## src/rtl/mips_ctrl_pkg.sv

```systemverilog
// rtl/mips_ctrl_pkg.sv - shared encodings for the multicycle MIPS control sequencer
package mips_ctrl_pkg;

  typedef enum logic [3:0] {
    ST_FETCH    = 4'd0,
    ST_DECODE   = 4'd1,
    ST_EXEC_R   = 4'd2,
    ST_WB_R     = 4'd3,
    ST_EXEC_I   = 4'd4,
    ST_WB_I     = 4'd5,
    ST_MEM_ADDR = 4'd6,
    ST_MEM_RD   = 4'd7,
    ST_WB_MEM   = 4'd8,
    ST_MEM_WR   = 4'd9,
    ST_BRANCH   = 4'd10,
    ST_JUMP     = 4'd11,
    ST_JREG     = 4'd12,
    ST_ILLEGAL  = 4'd13,
    ST_TRAP     = 4'd14
  } state_e;

  localparam logic [5:0] OP_RTYPE = 6'b000000;
  localparam logic [5:0] OP_J     = 6'b000010;
  localparam logic [5:0] OP_JAL   = 6'b000011;
  localparam logic [5:0] OP_BEQ   = 6'b000100;
  localparam logic [5:0] OP_ADDI  = 6'b001000;
  localparam logic [5:0] OP_ANDI  = 6'b001100;
  localparam logic [5:0] OP_ORI   = 6'b001101;
  localparam logic [5:0] OP_XORI  = 6'b001110;
  localparam logic [5:0] OP_LW    = 6'b100011;
  localparam logic [5:0] OP_SW    = 6'b101011;

  localparam logic [5:0] FN_JR    = 6'b001000;
  localparam logic [5:0] FN_JALR  = 6'b001001;
  localparam logic [5:0] FN_ADD   = 6'b100000;
  localparam logic [5:0] FN_ADDU  = 6'b100001;
  localparam logic [5:0] FN_SUB   = 6'b100010;
  localparam logic [5:0] FN_SUBU  = 6'b100011;
  localparam logic [5:0] FN_AND   = 6'b100100;
  localparam logic [5:0] FN_OR    = 6'b100101;
  localparam logic [5:0] FN_XOR   = 6'b100110;
  localparam logic [5:0] FN_NOR   = 6'b100111;

  localparam logic [3:0] ALU_NOR = 4'd0;
  localparam logic [3:0] ALU_ADD = 4'd1;
  localparam logic [3:0] ALU_SUB = 4'd2;
  localparam logic [3:0] ALU_AND = 4'd3;
  localparam logic [3:0] ALU_OR  = 4'd4;
  localparam logic [3:0] ALU_XOR = 4'd5;

  localparam logic [1:0] PC_SRC_BRANCH = 2'b00;
  localparam logic [1:0] PC_SRC_JUMP   = 2'b01;
  localparam logic [1:0] PC_SRC_RS     = 2'b10;
  localparam logic [1:0] PC_SRC_INC    = 2'b11;

  localparam logic [1:0] REG_DST_RT  = 2'd0;
  localparam logic [1:0] REG_DST_RD  = 2'd1;
  localparam logic [1:0] REG_DST_R31 = 2'd2;

  localparam logic [1:0] MEM_TO_REG_ALU = 2'd0;
  localparam logic [1:0] MEM_TO_REG_MDR = 2'd1;
  localparam logic [1:0] MEM_TO_REG_PC  = 2'd2;

  localparam logic       ORIG_A_PC = 1'b0;
  localparam logic       ORIG_A_RS = 1'b1;

  localparam logic [1:0] ORIG_B_RT  = 2'd0;
  localparam logic [1:0] ORIG_B_ONE = 2'd1;
  localparam logic [1:0] ORIG_B_IMM = 2'd2;

  // JR/JALR are R-type encodings that bypass the ALU and go straight to the PC
  function automatic logic is_jreg(input logic [5:0] opcode, input logic [5:0] funct);
    return (opcode == OP_RTYPE) && ((funct == FN_JR) || (funct == FN_JALR));
  endfunction

endpackage

```

## src/rtl/multicycle_ctrl_if.sv

```systemverilog
// rtl/multicycle_ctrl_if.sv - IR fields, memory handshake and datapath strobes
interface multicycle_ctrl_if;
  logic [5:0] opcode;
  logic [5:0] funct;
  logic       zero;
  logic       mem_ready;
  logic       pc_write;
  logic [1:0] pc_src;
  logic       ir_write;
  logic       i_or_d;
  logic       mem_read;
  logic       write_enable_mem;
  logic [1:0] reg_dst;
  logic [1:0] mem_to_reg;
  logic       write_enable_reg;
  logic [3:0] opALU;
  logic       origALU_a;
  logic [1:0] origALU_b;

  // controller side
  modport master (
    input  opcode, funct, zero, mem_ready,
    output pc_write, pc_src, ir_write, i_or_d, mem_read, write_enable_mem,
           reg_dst, mem_to_reg, write_enable_reg, opALU, origALU_a, origALU_b
  );

  // datapath side
  modport slave (
    output opcode, funct, zero, mem_ready,
    input  pc_write, pc_src, ir_write, i_or_d, mem_read, write_enable_mem,
           reg_dst, mem_to_reg, write_enable_reg, opALU, origALU_a, origALU_b
  );
endinterface

```

## src/rtl/multicycle_ctrl_alu_dec.sv

```systemverilog
// rtl/multicycle_ctrl_alu_dec.sv - funct/opcode to ALU operation decode
module multicycle_ctrl_alu_dec
  import mips_ctrl_pkg::*;
(
  input  logic [5:0] opcode,
  input  logic [5:0] funct,
  output logic [3:0] alu_op,
  output logic       valid
);

  // R-type decodes funct, immediate ops decode opcode; unknown codes fall back to ADD
  always_comb begin
    alu_op = ALU_ADD;
    valid  = 1'b1;
    if (opcode == OP_RTYPE) begin
      case (funct)
        FN_ADD, FN_ADDU: alu_op = ALU_ADD;
        FN_SUB, FN_SUBU: alu_op = ALU_SUB;
        FN_AND:          alu_op = ALU_AND;
        FN_OR:           alu_op = ALU_OR;
        FN_XOR:          alu_op = ALU_XOR;
        FN_NOR:          alu_op = ALU_NOR;
        default:         valid  = 1'b0;
      endcase
    end else begin
      case (opcode)
        OP_ADDI: alu_op = ALU_ADD;
        OP_ANDI: alu_op = ALU_AND;
        OP_ORI:  alu_op = ALU_OR;
        OP_XORI: alu_op = ALU_XOR;
        default: valid  = 1'b0;
      endcase
    end
  end

endmodule

```

## src/rtl/multicycle_ctrl.sv

```systemverilog
// rtl/multicycle_ctrl.sv - multicycle MIPS sequencer (option: MULTICYCLE_CTRL_ILLEGAL_TRAP_EN)
module multicycle_ctrl
  import mips_ctrl_pkg::*;
#(
  parameter int RETIRE_W = 32
) (
  input  logic                clk,
  input  logic                reset,
  multicycle_ctrl_if.master   bus,
  output logic [3:0]          state,
  output logic [RETIRE_W-1:0] retire_count
`ifdef MULTICYCLE_CTRL_ILLEGAL_TRAP_EN
  ,
  output logic                illegal_instr
`endif
);

  state_e              state_q, state_d;
  logic [RETIRE_W-1:0] retire_q, retire_d;
  logic                retire;

  logic       pc_write, ir_write, i_or_d, mem_read, we_mem, we_reg, orig_a;
  logic [1:0] pc_src, reg_dst, mem_to_reg, orig_b;
  logic [3:0] alu_op;

  logic [3:0] dec_op;
  logic       dec_valid;

  multicycle_ctrl_alu_dec u_alu_dec (
    .opcode (bus.opcode),
    .funct  (bus.funct),
    .alu_op (dec_op),
    .valid  (dec_valid)
  );

  // state and retired-instruction counter; reset aborts any instruction in flight
  always_ff @(posedge clk or posedge reset) begin
    if (reset) begin
      state_q  <= ST_FETCH;
      retire_q <= '0;
    end else begin
      state_q  <= state_d;
      retire_q <= retire_d;
    end
  end

  // next state, retire decision and all datapath strobes
  always_comb begin
    state_d    = ST_FETCH;
    retire     = 1'b0;
    pc_write   = 1'b0;
    pc_src     = PC_SRC_INC;
    ir_write   = 1'b0;
    i_or_d     = 1'b0;
    mem_read   = 1'b0;
    we_mem     = 1'b0;
    we_reg     = 1'b0;
    reg_dst    = REG_DST_RT;
    mem_to_reg = MEM_TO_REG_ALU;
    alu_op     = ALU_ADD;
    orig_a     = ORIG_A_PC;
    orig_b     = ORIG_B_RT;

    case (state_q)
      ST_FETCH: begin
        mem_read = 1'b1;
        state_d  = ST_FETCH;
        if (bus.mem_ready) begin
          ir_write = 1'b1;
          pc_write = 1'b1;
          orig_b   = ORIG_B_ONE;
          state_d  = ST_DECODE;
        end
      end
      ST_DECODE: begin
        // speculatively compute the branch target into ALUOut
        orig_b = ORIG_B_IMM;
        if (is_jreg(bus.opcode, bus.funct)) state_d = ST_JREG;
        else begin
          case (bus.opcode)
            OP_RTYPE:                          state_d = ST_EXEC_R;
            OP_ADDI, OP_ANDI, OP_ORI, OP_XORI: state_d = ST_EXEC_I;
            OP_LW, OP_SW:                      state_d = ST_MEM_ADDR;
            OP_BEQ:                            state_d = ST_BRANCH;
            OP_J, OP_JAL:                      state_d = ST_JUMP;
            default:                           state_d = ST_ILLEGAL;
          endcase
        end
      end
      ST_EXEC_R: begin
        orig_a  = ORIG_A_RS;
        alu_op  = dec_op;
        // an unknown funct is dropped without writing or retiring
        state_d = dec_valid ? ST_WB_R : ST_FETCH;
      end
      ST_WB_R: begin
        we_reg  = 1'b1;
        reg_dst = REG_DST_RD;
        retire  = 1'b1;
      end
      ST_EXEC_I: begin
        orig_a  = ORIG_A_RS;
        orig_b  = ORIG_B_IMM;
        alu_op  = dec_op;
        state_d = ST_WB_I;
      end
      ST_WB_I: begin
        we_reg = 1'b1;
        retire = 1'b1;
      end
      ST_MEM_ADDR: begin
        orig_a  = ORIG_A_RS;
        orig_b  = ORIG_B_IMM;
        state_d = (bus.opcode == OP_SW) ? ST_MEM_WR : ST_MEM_RD;
      end
      ST_MEM_RD: begin
        mem_read = 1'b1;
        i_or_d   = 1'b1;
        state_d  = bus.mem_ready ? ST_WB_MEM : ST_MEM_RD;
      end
      ST_WB_MEM: begin
        we_reg     = 1'b1;
        mem_to_reg = MEM_TO_REG_MDR;
        retire     = 1'b1;
      end
      ST_MEM_WR: begin
        we_mem  = 1'b1;
        i_or_d  = 1'b1;
        retire  = bus.mem_ready;
        state_d = bus.mem_ready ? ST_FETCH : ST_MEM_WR;
      end
      ST_BRANCH: begin
        orig_a   = ORIG_A_RS;
        alu_op   = ALU_SUB;
        pc_src   = PC_SRC_BRANCH;
        pc_write = bus.zero;
        retire   = 1'b1;
      end
      ST_JUMP: begin
        pc_write = 1'b1;
        pc_src   = PC_SRC_JUMP;
        retire   = 1'b1;
        // PC already holds PC+1, which is the link value
        if (bus.opcode == OP_JAL) begin
          we_reg     = 1'b1;
          reg_dst    = REG_DST_R31;
          mem_to_reg = MEM_TO_REG_PC;
        end
      end
      ST_JREG: begin
        pc_write = 1'b1;
        pc_src   = PC_SRC_RS;
        retire   = 1'b1;
        if (bus.funct == FN_JALR) begin
          we_reg     = 1'b1;
          reg_dst    = REG_DST_RD;
          mem_to_reg = MEM_TO_REG_PC;
        end
      end
`ifdef MULTICYCLE_CTRL_ILLEGAL_TRAP_EN
      ST_ILLEGAL: state_d = ST_TRAP;
      ST_TRAP:    state_d = ST_TRAP;
`else
      ST_ILLEGAL: retire = 1'b1;
`endif
      default: state_d = ST_FETCH;
    endcase

    retire_d = retire ? retire_q + RETIRE_W'(1) : retire_q;
  end

  assign bus.pc_write         = pc_write;
  assign bus.pc_src           = pc_src;
  assign bus.ir_write         = ir_write;
  assign bus.i_or_d           = i_or_d;
  assign bus.mem_read         = mem_read;
  assign bus.write_enable_mem = we_mem;
  assign bus.reg_dst          = reg_dst;
  assign bus.mem_to_reg       = mem_to_reg;
  assign bus.write_enable_reg = we_reg;
  assign bus.opALU            = alu_op;
  assign bus.origALU_a        = orig_a;
  assign bus.origALU_b        = orig_b;

  assign state        = state_q;
  assign retire_count = retire_q;
`ifdef MULTICYCLE_CTRL_ILLEGAL_TRAP_EN
  assign illegal_instr = (state_q == ST_TRAP);
`endif

endmodule

```

## src/flat_wrapper.sv

```systemverilog
// flat-port wrapper written by rule: the top's interface ports become plain ports
module multicycle_ctrl_flat import mips_ctrl_pkg::*;
#(
  parameter int RETIRE_W = 32
)
  (clk, reset, state, retire_count, bus_opcode, bus_funct, bus_zero, bus_mem_ready, bus_pc_write, bus_pc_src, bus_ir_write, bus_i_or_d, bus_mem_read, bus_write_enable_mem, bus_reg_dst, bus_mem_to_reg, bus_write_enable_reg, bus_opALU, bus_origALU_a, bus_origALU_b);
  multicycle_ctrl_if bus_i ();
  input  logic clk;
  input  logic reset;
  output logic [3:0] state;
  output logic [RETIRE_W-1:0] retire_count;
  input wire logic [$bits(bus_i.opcode)-1:0] bus_opcode;
  input wire logic [$bits(bus_i.funct)-1:0] bus_funct;
  input wire logic [$bits(bus_i.zero)-1:0] bus_zero;
  input wire logic [$bits(bus_i.mem_ready)-1:0] bus_mem_ready;
  output wire logic [$bits(bus_i.pc_write)-1:0] bus_pc_write;
  output wire logic [$bits(bus_i.pc_src)-1:0] bus_pc_src;
  output wire logic [$bits(bus_i.ir_write)-1:0] bus_ir_write;
  output wire logic [$bits(bus_i.i_or_d)-1:0] bus_i_or_d;
  output wire logic [$bits(bus_i.mem_read)-1:0] bus_mem_read;
  output wire logic [$bits(bus_i.write_enable_mem)-1:0] bus_write_enable_mem;
  output wire logic [$bits(bus_i.reg_dst)-1:0] bus_reg_dst;
  output wire logic [$bits(bus_i.mem_to_reg)-1:0] bus_mem_to_reg;
  output wire logic [$bits(bus_i.write_enable_reg)-1:0] bus_write_enable_reg;
  output wire logic [$bits(bus_i.opALU)-1:0] bus_opALU;
  output wire logic [$bits(bus_i.origALU_a)-1:0] bus_origALU_a;
  output wire logic [$bits(bus_i.origALU_b)-1:0] bus_origALU_b;
  assign bus_i.opcode = bus_opcode;
  assign bus_i.funct = bus_funct;
  assign bus_i.zero = bus_zero;
  assign bus_i.mem_ready = bus_mem_ready;
  assign bus_pc_write = bus_i.pc_write;
  assign bus_pc_src = bus_i.pc_src;
  assign bus_ir_write = bus_i.ir_write;
  assign bus_i_or_d = bus_i.i_or_d;
  assign bus_mem_read = bus_i.mem_read;
  assign bus_write_enable_mem = bus_i.write_enable_mem;
  assign bus_reg_dst = bus_i.reg_dst;
  assign bus_mem_to_reg = bus_i.mem_to_reg;
  assign bus_write_enable_reg = bus_i.write_enable_reg;
  assign bus_opALU = bus_i.opALU;
  assign bus_origALU_a = bus_i.origALU_a;
  assign bus_origALU_b = bus_i.origALU_b;
  multicycle_ctrl #(.RETIRE_W(RETIRE_W)) u_core (.clk(clk), .reset(reset), .bus(bus_i), .state(state), .retire_count(retire_count));
endmodule
```

## config.mk

```make
export PLATFORM = sky130hd
export DESIGN_NAME = multicycle_ctrl_flat
export DESIGN_NICKNAME = d
export VERILOG_FILES = /design/src/rtl/mips_ctrl_pkg.sv /design/src/rtl/multicycle_ctrl_if.sv /design/src/rtl/multicycle_ctrl_alu_dec.sv /design/src/rtl/multicycle_ctrl.sv /design/src/flat_wrapper.sv
export SDC_FILE = /design/constraint.sdc
export NUM_CORES = 1
export LEC_CHECK = 0
export CORE_MARGIN = 2
export CORE_UTILIZATION = 47
export DETAILED_ROUTE_END_ITERATION = 7
export GPL_ROUTABILITY_DRIVEN = 0
export GPL_TIMING_DRIVEN = 0
export PLACE_DENSITY = 0.81
export SYNTH_ARGS = -nofsm -noshare
export SYNTH_HDL_FRONTEND = slang
export SYNTH_SLANG_ARGS = --single-unit
```

## constraint.sdc

```tcl
create_clock -name clk -period 1.98 [get_ports clk]
set_input_delay 0.297 -clock clk [delete_from_list [all_inputs] [get_ports clk]]
set_output_delay 0.297 -clock clk [all_outputs]
set_load 0.005 [all_outputs]
```

==> results of run 1 <==
per-layer routing:
metal	track usage, %	vias up	routed length, um
li1	-	1118	-
met1	37.8	1241	3260
met2	42.2	105	3720
met3	5.25	24	322
met4	9.88	0	263
met5	0	-	0
final timing paths:
| path | end | slack, ns | cells past startpoint |
|---|---|---|---|
| worst max-delay path | bus_write_enable_reg | -0.10 | 6 |
| worst min-delay path | u_core.state[0]$_DFF_PP0_ | 0.36 | 3 |
| worst max register to register | u_core.retire_count[14]$_DFFE_PP0P_ | -0.04 | 7 |
| worst min register to register | u_core.retire_count[31]$_DFFE_PP0P_ | 0.47 | 1 |
| max in group asynchronous | u_core.state[1]$_DFF_PP0_ | 1.01 | 2 |
| min in group asynchronous | u_core.retire_count[21]$_DFFE_PP0P_ | 0.45 | 2 |
where the power goes:
group | internal, W | switching, W | total (W)
Combinational | 0.000943 | 0.000873 | 0.00182
Sequential | 0.000828 | 0.000120 | 0.000948
Clock | 0.000310 | 0.000250 | 0.000560
per-stage QoR:
step	utilization, %	TNS, ns	total power (W)	setup WS [ns]
after global placement	63.9	-11.17	0.00211	-0.996
after CTS	73.9	-0.266	0.00300	-0.0599
final	78.1	-0.453	0.00332	-0.103
after global routing	78.1	-1.27	0.00347	-0.141
after floorplan	-	0	0.00155	0.148
after detailed placement	63.9	-12.93	0.00213	-1.01
what timing repair did:
action / in CTS / in global routing
setup buffers: 29 / 9
pin swaps: 24 / 11
endpoints found under the setup margin: 25 / 32
resized for setup: 110 / 42
tightest hold or removal path, delay by kind of cell:
family | cells | cell delay, ns
AND/OR/NAND/NOR | 1 | 0.09
buffers and inverters | 1 | 0.11
AO/OA/AOI/OAI | 1 | 0.11
registers in the layout, indices dropped and copies added (netlist names):
| name | flops |
|---|---|
| u_core.state | 4 |
| u_core.retire_count | 32 |
Yosys cell counts (all sizes together), types with 3 or more instances:
cell type	number
clkbuf	8
or2	3
xor2	16
nor2b	3
nand4	10
and3	12
a211oi	3
a21oi	6
nand2	21
xnor2	17
and2	4
nor3	7
nand3	19
inv	5
dfrtp	36
or3	4
nand2b	5
nor2	32
o21ai	9
nor4	3
a211o	3
o21a	4
final cells by class:
type / count / area, um^2 / share of cell area (%)
buffer: 9 / 95.1 / 2.61
clock buffer: 7 / 96.3 / 2.65
inverter: 5 / 18.8 / 0.516
multi-input combinational: 205 / 1530 / 41.9
sequential: 36 / 903 / 24.8
tap: 54 / 67.6 / 1.86
timing repair buffer: 102 / 933 / 25.6
logic make-up after synthesis:
family          Yosys count  share of synthesized area (%)
compound gates           36                           11.0
xor+xnor                 33                           12.9
fa+ha+maj                 2                           1.01
buf+inv                  15                           3.02
flops                    36                           40.2
mux                       2                           1.01
other cells               1                          0.168
simple gates            131                           30.6
==> impl_results.md, run 1 <==
* Initial core utilization at 48.0%
* DIE AREA at 0.00533 mm^2
* Arr. time, crit path at 1.79 ns
* Clock transition at path regs at 0.06 ns
* Least-Margin Pin Slew at 0.728 ns
* Most used DFF post-synth: dfrtp_1
* Initial antenna violation count at 0
* CP Launch Type: register
* Min cycle time layout at ~2.1 ns
* Number of synthesized flops with an enable pin at 0
* Die Wd at 73.0 um
* Final Cell Area at approximately 0.0036 mm^2
* Core area at 0.00466 mm^2
* Post-synth top area share at around two fifths
* Worst path max stage delay at ~0.44 ns
* Global-route wire length before repair at 11400 um
* Crit-path max FO at 6
* RSZ-0062 raised after global routing: true
* CP delay by family, top: compound AO/OA/AOI/OAI gates
* Area delta synth->final at 62.6%
* Buffers on Ports at 67
* Die Y at 73.0 um
* Final WS setup at -0.103 ns
* DP Cell Count at 377
* Largest net degree at the start of global routing at 37
* Overall global routing resource usage at between 20% and 30%
* Io pins at 71
* CTS tree: built
* Hold WS at between 0.3 and 0.4 ns
* Status: finished with violations
* Max Cap Viol at 0
* Vias post-DR at 2488
* Nets at 381
* First-pass DRT Iterations at 4
* Dpl cell area at 0.00298 mm^2
* Hold_buf cts at 0
* Hold Vio Cnt, Final at 0
* WP data required at 1.68 ns
* Mapped cell area at between 0.002 and 0.0025 mm^2
* YS warnings at 0
* Site row count at 25
* Cells along the critical path: buf_8, and3_1, and3_4, a31o_2, a211o_1, buf_2
* H-tree depth at 2
* Final Max Tran Viols at 0
* Dpl hpwl at between 4000 and 5000 um
* Netlist cell types at 47
* WL final at ~7600 um
* Peak VDD IR at approximately 640 uV
* Synth async-reset ratio at 100%
* R2r startpoint: u_core.state[2]$_DFF_PP0_
* Synth Instances at 256
* Fmax at between 400 and 500 MHz
* CTS root buffer: clkbuf_8
* Leakage at 1.66 nW
* Clk_lat worst skew at 0.28 ns
* Overflow after GRT at 0
* Post-route non-filler standard cell count at roughly 420
* Clock tree buffer depth at 2
* Drt drc at 0
* Top area cells in the synthesized netlist: dfrtp_1 (40%), xnor2_1 (6.7%), xor2_1 (6.3%)
* Worst setup path start: u_core.state[3]$_DFF_PP0_
* Starting DRT DRC Count at roughly 260
* Avg WL per Cell at 18.1 um
* Sequential-to-total area share from yosys stat at 40.2%
* Commonest non-fill, non-tap cell in the layout: clkdlybuf4s50_1
* CTS buffer count at 5
* CP endpoint kind: primary output
* Slowest-stage cell, CP: dfrtp_1
* Fraction of layout cells with a size suffix above 1 at 28.8%
* Yosys reg bits at 36
* Fill count at 269
* Final setup skew at 0.00613 ns
* Commonest cells after routing, fill and taps aside: clkdlybuf4s50_1 (38), dfrtp_1 (34), buf_4 (29)
* Synthesized area per cell at 8.74 um^2
* Critical Setup Path Class: register to primary output
* Syn_nets at ~270
* ANT cells at 0
* HP Class: input pin to register
* Clock sink count at 36
* # setup viols final at 9
* Vias per inst at 5.95
* Vias in the first global route at 2273
* Rel. slew slack at 51.4%
* Final ANT Viol Nets at 0
* Final period util at 105%
* Most area-hungry cell type in the Yosys netlist: dfrtp_1
* Failing checks: negative setup slack
* Pwr/cell area at just over 900 mW/mm^2
* Min-delay src: bus_opcode[4]
* Buf/Inv on CP at 2
No activity file was read; power rests on OpenSTA's default activity.
==> run 2, diff against run 1 <==
--- a/config.mk
+++ b/config.mk
@@ -10,7 +10,7 @@
 export DETAILED_ROUTE_END_ITERATION = 7
 export GPL_ROUTABILITY_DRIVEN = 0
 export GPL_TIMING_DRIVEN = 0
-export PLACE_DENSITY = 0.81
+export PLACE_DENSITY = 0.79
 export SYNTH_ARGS = -nofsm -noshare
 export SYNTH_HDL_FRONTEND = slang
 export SYNTH_SLANG_ARGS = --single-unit
==> impl_results.md, run 2 (synthesized netlist as in run 1, its figures left out) <==
* Final setup skew at between 0.008 and 0.009 ns
* Die Y at between 70 and 80 um
* Status: finished with violations
* Commonest cells after routing, fill and taps aside: clkdlybuf4s50_1 (39), dfrtp_1 (33), nor2_1 (26)
* Hold WS at roughly 0.37 ns
* Dpl hpwl at approximately 4200 um
* Overflow after GRT at 0
* Area delta synth->final at 54.4%
* RSZ-0062 raised after global routing: true
* Pwr/cell area at 904 mW/mm^2
* Initial antenna violation count at 0
* Core area at 0.00466 mm^2
* Fmax at 473 MHz
* Setup TNS at -0.235 ns
* Site row count at 25
* CTS root buffer: clkbuf_8
* CP endpoint kind: primary output
* FF-to-FF setup slack at -0.01 ns
* Hold_buf cts at 0
* Clk_lat worst skew at approximately 0.29 ns
* Final ANT Viol Nets at 0
* ANT cells at 0
* Critical Setup Path Class: register to primary output
* Buffers on Ports at 67
* Starting DRT DRC Count at approximately 140
* Final Max Tran Viols at 0
* Overall global routing resource usage at 24.4%
* Largest net degree at the start of global routing at 37
* Failing checks: negative setup slack
* Avg WL per Cell at about 16 um
* Least-Margin Pin Slew at 0.732 ns
* Peak VDD IR at between 600 and 700 uV
* Buf/Inv on CP at 3
* Arr. time, crit path at 1.82 ns
* Vias in the first global route at 2156
* Vias per inst at about 5.7
* Rel. slew slack at around half
* Final WS setup at -0.135 ns
* H-tree depth at 2
* Worst path max stage delay at 0.47 ns
* Crit-path max FO at 5
* Slowest-stage cell, CP: dfrtp_2
* Worst setup path start: u_core.state[2]$_DFF_PP0_
* First-pass DRT Iterations at 4
* DIE AREA at 0.00533 mm^2
* CP Launch Type: register
* CTS tree: built
* Cells along the critical path: nand2b_4, or2_4, nor3_4, buf_4, buf_4, a211o_1, buf_2
* Io pins at 71
* RR Endpoint: u_core.retire_count[5]$_DFFE_PP0P_
* WP depth at 7
* CTS buffer count at 5
* Drt drc at 0
* Worst Setup EP: bus_write_enable_reg
* Min cycle time layout at 2.12 ns
* Initial core utilization at roughly 48%
* Clock sink count at 36
* Die Wd at between 70 and 80 um
* Clock tree buffer depth at 2
* Cell mode on critical path: buf_4
* HP Class: input pin to register
* Commonest non-fill, non-tap cell in the layout: clkdlybuf4s50_1
* Hold Vio Cnt, Final at 0
* Reg2Reg Depth at 6
* Clock transition at path regs at 0.07 ns
* # setup viols final at 5
* Fraction of layout cells with a size suffix above 1 at 24.1%
* R2r startpoint: u_core.state[1]$_DFF_PP0_
* Global-route wire length before repair at 10200 um
* WL final at 6470 um
* Vias post-DR at 2317
* Leakage at 1.57 nW
* CP delay by family, top: simple AND/OR/NAND/NOR gates
* Nets at around 370
* Final period util at 107%
* WP data required at approximately 1.7 ns
* Max FFs per register at 32
* Max Cap Viol at 0
-- run 2: cell count changes in the layout (fill, tap and decap cells not counted), sizes merged --
cell / before / now
clkdlybuf4s15: 1 / 2
buf: 48 / 35
clkdlybuf4s50: 38 / 39
bufinv: 0 / 1
clkbuf: 15 / 13
clkinv: 0 / 1
-- run 2: worst min path at each step --
stage                                   startpoint                                  end  cells after the start
5_1_grt                              bus_opcode[4]            u_core.state[0]$_DFF_PP0_                      3
2_1_floorplan                                reset   u_core.retire_count[0]$_DFFE_PP0P_                      1
4_1_cts                              bus_opcode[4]            u_core.state[0]$_DFF_PP0_                      3
3_3_place_gp   u_core.retire_count[31]$_DFFE_PP0P_  u_core.retire_count[31]$_DFFE_PP0P_                      1
6_report                             bus_opcode[4]            u_core.state[0]$_DFF_PP0_                      3
3_5_place_dp   u_core.retire_count[31]$_DFFE_PP0P_  u_core.retire_count[31]$_DFFE_PP0P_                      1
-- run 2: per-layer routing --
layer / global-route usage [%] / vias up / wire, um
met3: 3.73 / 10 / 317
met1: 32.5 / 1136 / 2870
met5: 0 / - / 0
met4: 7.41 / 0 / 87
li1: - / 1098 / -
met2: 40.7 / 73 / 3190
-- run 2: what timing repair did --
action / in CTS / in global routing
pin swaps: 13 / 10
buffers inserted: 19 / 4
setup endpoints to repair: 23 / 18
gates cloned: 0 / 0
resized for setup: 100 / 24
-- run 2: worst register-to-register path, delay by kind of cell (launching register included) --
| kind | cells | cell delay [ns] |
|---|---|---|
| buf+inv | 1 | 0.17 |
| compound gates | 1 | 0.46 |
| xor+xnor | 1 | 0.14 |
| simple gates | 3 | 0.68 |
| flops | 1 | 0.45 |
-- run 2: final cells by class --
| class | count | area (um^2) |
|---|---|---|
| buffer | 9 | 100 |
| clock buffer | 6 | 72.6 |
| clock inverter | 2 | 35.0 |
| fill | 341 | 1200 |
| inverter | 5 | 18.8 |
| multi-input combinational | 205 | 1460 |
| sequential | 36 | 905 |
| tap | 54 | 67.6 |
| timing repair buffer | 90 | 801 |
-- run 2: power by group --
part	leakage (nW)	switching, W	internal, W	total [W]
Combinational	1.06	0.000747	0.000802	0.00155
Sequential	0.458	0.000122	0.000830	0.000952
Clock	0.0552	0.000253	0.000373	0.000627
-- run 2: metrics by stage --
step                      setup WS, ns  instance area [um^2]  utilization, %  instances  total power [W]
after global placement           -1.02                  2980            63.9        377          0.00211
after detailed placement        -0.957                  2980            63.9        377          0.00212
after CTS                       -0.128                  3350            71.9        403          0.00297
after floorplan                  0.148                  2240               -        256          0.00155
after global routing            -0.183                  3460            74.2        407          0.00330
final                           -0.135                  3460            74.2        407          0.00313
==> run 3, diff against run 2 <==
--- a/config.mk
+++ b/config.mk
@@ -6,11 +6,12 @@
 export NUM_CORES = 1
 export LEC_CHECK = 0
 export CORE_MARGIN = 2
-export CORE_UTILIZATION = 47
+export CORE_UTILIZATION = 48
 export DETAILED_ROUTE_END_ITERATION = 7
+export DONT_BUFFER_PORTS = 1
 export GPL_ROUTABILITY_DRIVEN = 0
 export GPL_TIMING_DRIVEN = 0
-export PLACE_DENSITY = 0.79
+export PLACE_DENSITY = 0.61
 export SYNTH_ARGS = -nofsm -noshare
 export SYNTH_HDL_FRONTEND = slang
 export SYNTH_SLANG_ARGS = --single-unit
==> impl_results.md, run 3 (synthesized netlist as in run 1, its figures left out) <==
* Status: completed
* Nets at 293
* Clk_lat worst skew at 0.28 ns
* Largest net degree at the start of global routing at 20
* Hold Vio Cnt, Final at 0
* First-pass DRT Iterations at 4
* Hold WS at approximately 0.048 ns
* ANT cells at 0
* Vias post-DR at 1921
* Rel. slew slack at 46.6%
* Peak VDD IR at roughly 570 uV
* Multi-input gate area at 0.00139 mm^2
* Starting DRT DRC Count at 81
* Min cycle time layout at 1.98 ns
* CP endpoint kind: primary output
* Fraction of layout cells with a size suffix above 1 at 21.3%
* Buffers on Ports at 0
* Crit-path max FO at 7
* Final period util at approximately 100%
* Core area at 0.00441 mm^2
* Leakage at 1.15 nW
* Avg WL per Cell at 16.2 um
* CTS tree: built
* CP Launch Type: register
* H-tree depth at 2
* Pwr/cell area at roughly 940 mW/mm^2
* Io pins at a little over 70
* DP Cell Count at about 310
* Final setup skew at 0.00385 ns
* Final Max Tran Viols at 0
* Worst path max stage delay at 0.47 ns
* Clock sink count at 36
* Fill count at roughly 400
* Dpl hpwl at 3760 um
* Max Cap Viol at 0
* Post-route non-filler standard cell count at 329
* Pre-CTS setup slack at -0.0506 ns
* # setup viols final at 0
* DIE AREA at 0.00523 mm^2
* Least-Margin Pin Slew at about 0.8 ns
* Clock tree buffer depth at 2
* Setup TNS at 0 ns
* Clock transition at path regs at 0.07 ns
* Drt drc at 0
* Fmax at 505 MHz
* RSZ-0062 raised after global routing: true
* WP data required at around 1.7 ns
* Initial antenna violation count at 0
* Register area at slightly above 900 um^2
* CTS root buffer: clkbuf_8
* Dpl cell area at 0.00233 mm^2
* Overflow after GRT at 0
* HP Class: input pin to async pin
* Final Cell Area at 0.00268 mm^2
* Die Wd at 72.3 um
* Arr. time, crit path at 1.68 ns
* Initial core utilization at 50.7%
* Final WS setup at 0.00128 ns
* Commonest cells after routing, fill and taps aside: dfrtp_1 (29), nor2_1 (28), nand2_1 (20)
* Vias per inst at 5.84
* WL final at 5320 um
* Critical Setup Path Class: register to primary output
* Reg2Reg Depth at 6
* Slowest-stage cell, CP: dfrtp_2
* Overall global routing resource usage at 20.3%
* Vias in the first global route at 1776
* Global-route wire length before repair at 8320 um
* Commonest non-fill, non-tap cell in the layout: dfrtp_1
* Cells along the critical path: buf_8, xor2_4, nand2_2, a2111oi_4, and3_4
* Final ANT Viol Nets at 0
* Max FFs per register at 32
* FF-to-FF setup slack at 0.02 ns
* Die Y at approximately 72 um
* CTS buffer count at 5
* Area delta synth->final at 19.6%
* Site row count at 24
==> run 3: cell count changes in the layout (fill, tap and decap cells not counted), moves of 3 or more <==
cell             previous run  this run
dfrtp_1                    33        29
clkdlybuf4s50_1            39         0
dlymetal6s2s_1              4         0
clkbuf_8                    9         6
dlygate4sd2_1              12         0
buf_4                      24        14
nor2_4                      3         0
buf_2                       7         0
dfrtp_2                     3         7
==> run 3: final timing paths <==
check | startpoint | endpoint
min in group clk | bus_opcode[4] | u_core.state[0]$_DFF_PP0_
worst max register to register | u_core.state[1]$_DFF_PP0_ | u_core.retire_count[30]$_DFFE_PP0P_
worst min register to register | u_core.retire_count[31]$_DFFE_PP0P_ | u_core.retire_count[31]$_DFFE_PP0P_
max in group asynchronous | reset | u_core.state[0]$_DFF_PP0_
worst min-delay path | reset | u_core.retire_count[3]$_DFFE_PP0P_
worst max-delay path | u_core.state[1]$_DFF_PP0_ | bus_opALU[2]
==> run 3: cell type report <==
class,instances,area share [%]
clock buffers,8,3.37
flip-flops and latches,36,34.0
well taps,52,2.43
inverters,5,0.701
repair buffers,13,4.39
plain buffers,10,3.37
multi-input cells,205,51.8
==> run 3: timing repair <==
action	4_1_cts	5_1_grt
pin swaps	5	6
endpoints found under the setup margin	15	20
resized for setup	21	28
buffers inserted	2	10
endpoints found under the hold margin	0	0
hold buffers	0	0
==> run 3: stage by stage <==
stage          util (%)  total power, W
2_1_floorplan         -         0.00155
3_3_place_gp       52.2         0.00175
3_5_place_dp       52.8         0.00176
4_1_cts            56.7         0.00237
5_1_grt            60.6         0.00268
6_report           60.6         0.00251
==> run 3: routing by layer <==
metal | global-route usage, % | vias to the layer above | routed length, um
li1 | - | 937 | -
met5 | 0 | - | 0
met2 | 31.4 | 45 | 2530
met4 | 7.55 | 0 | 45
met1 | 27.5 | 935 | 2430
met3 | 5.00 | 4 | 306
==> run 3: worst max-delay path, delay by kind of cell (launching register included) <==
| kind | cells | cell delay (ns) |
|---|---|---|
| DFF | 1 | 0.47 |
| and+or+nand+nor | 2 | 0.32 |
| AOI/OAI and AO/OA | 1 | 0.28 |
| buffers and inverters | 1 | 0.16 |
| xor gates and xnor gates | 1 | 0.16 |
==> run 3: power breakdown <==
| group | leakage (nW) | internal [W] | switching [W] |
|---|---|---|---|
| registers | 0.453 | 0.000837 | 0.000172 |
| logic | 0.653 | 0.000446 | 0.000525 |
| clock network | 0.0455 | 0.000284 | 0.000246 |
| total | 1.15 | 0.00157 | 0.000943 |
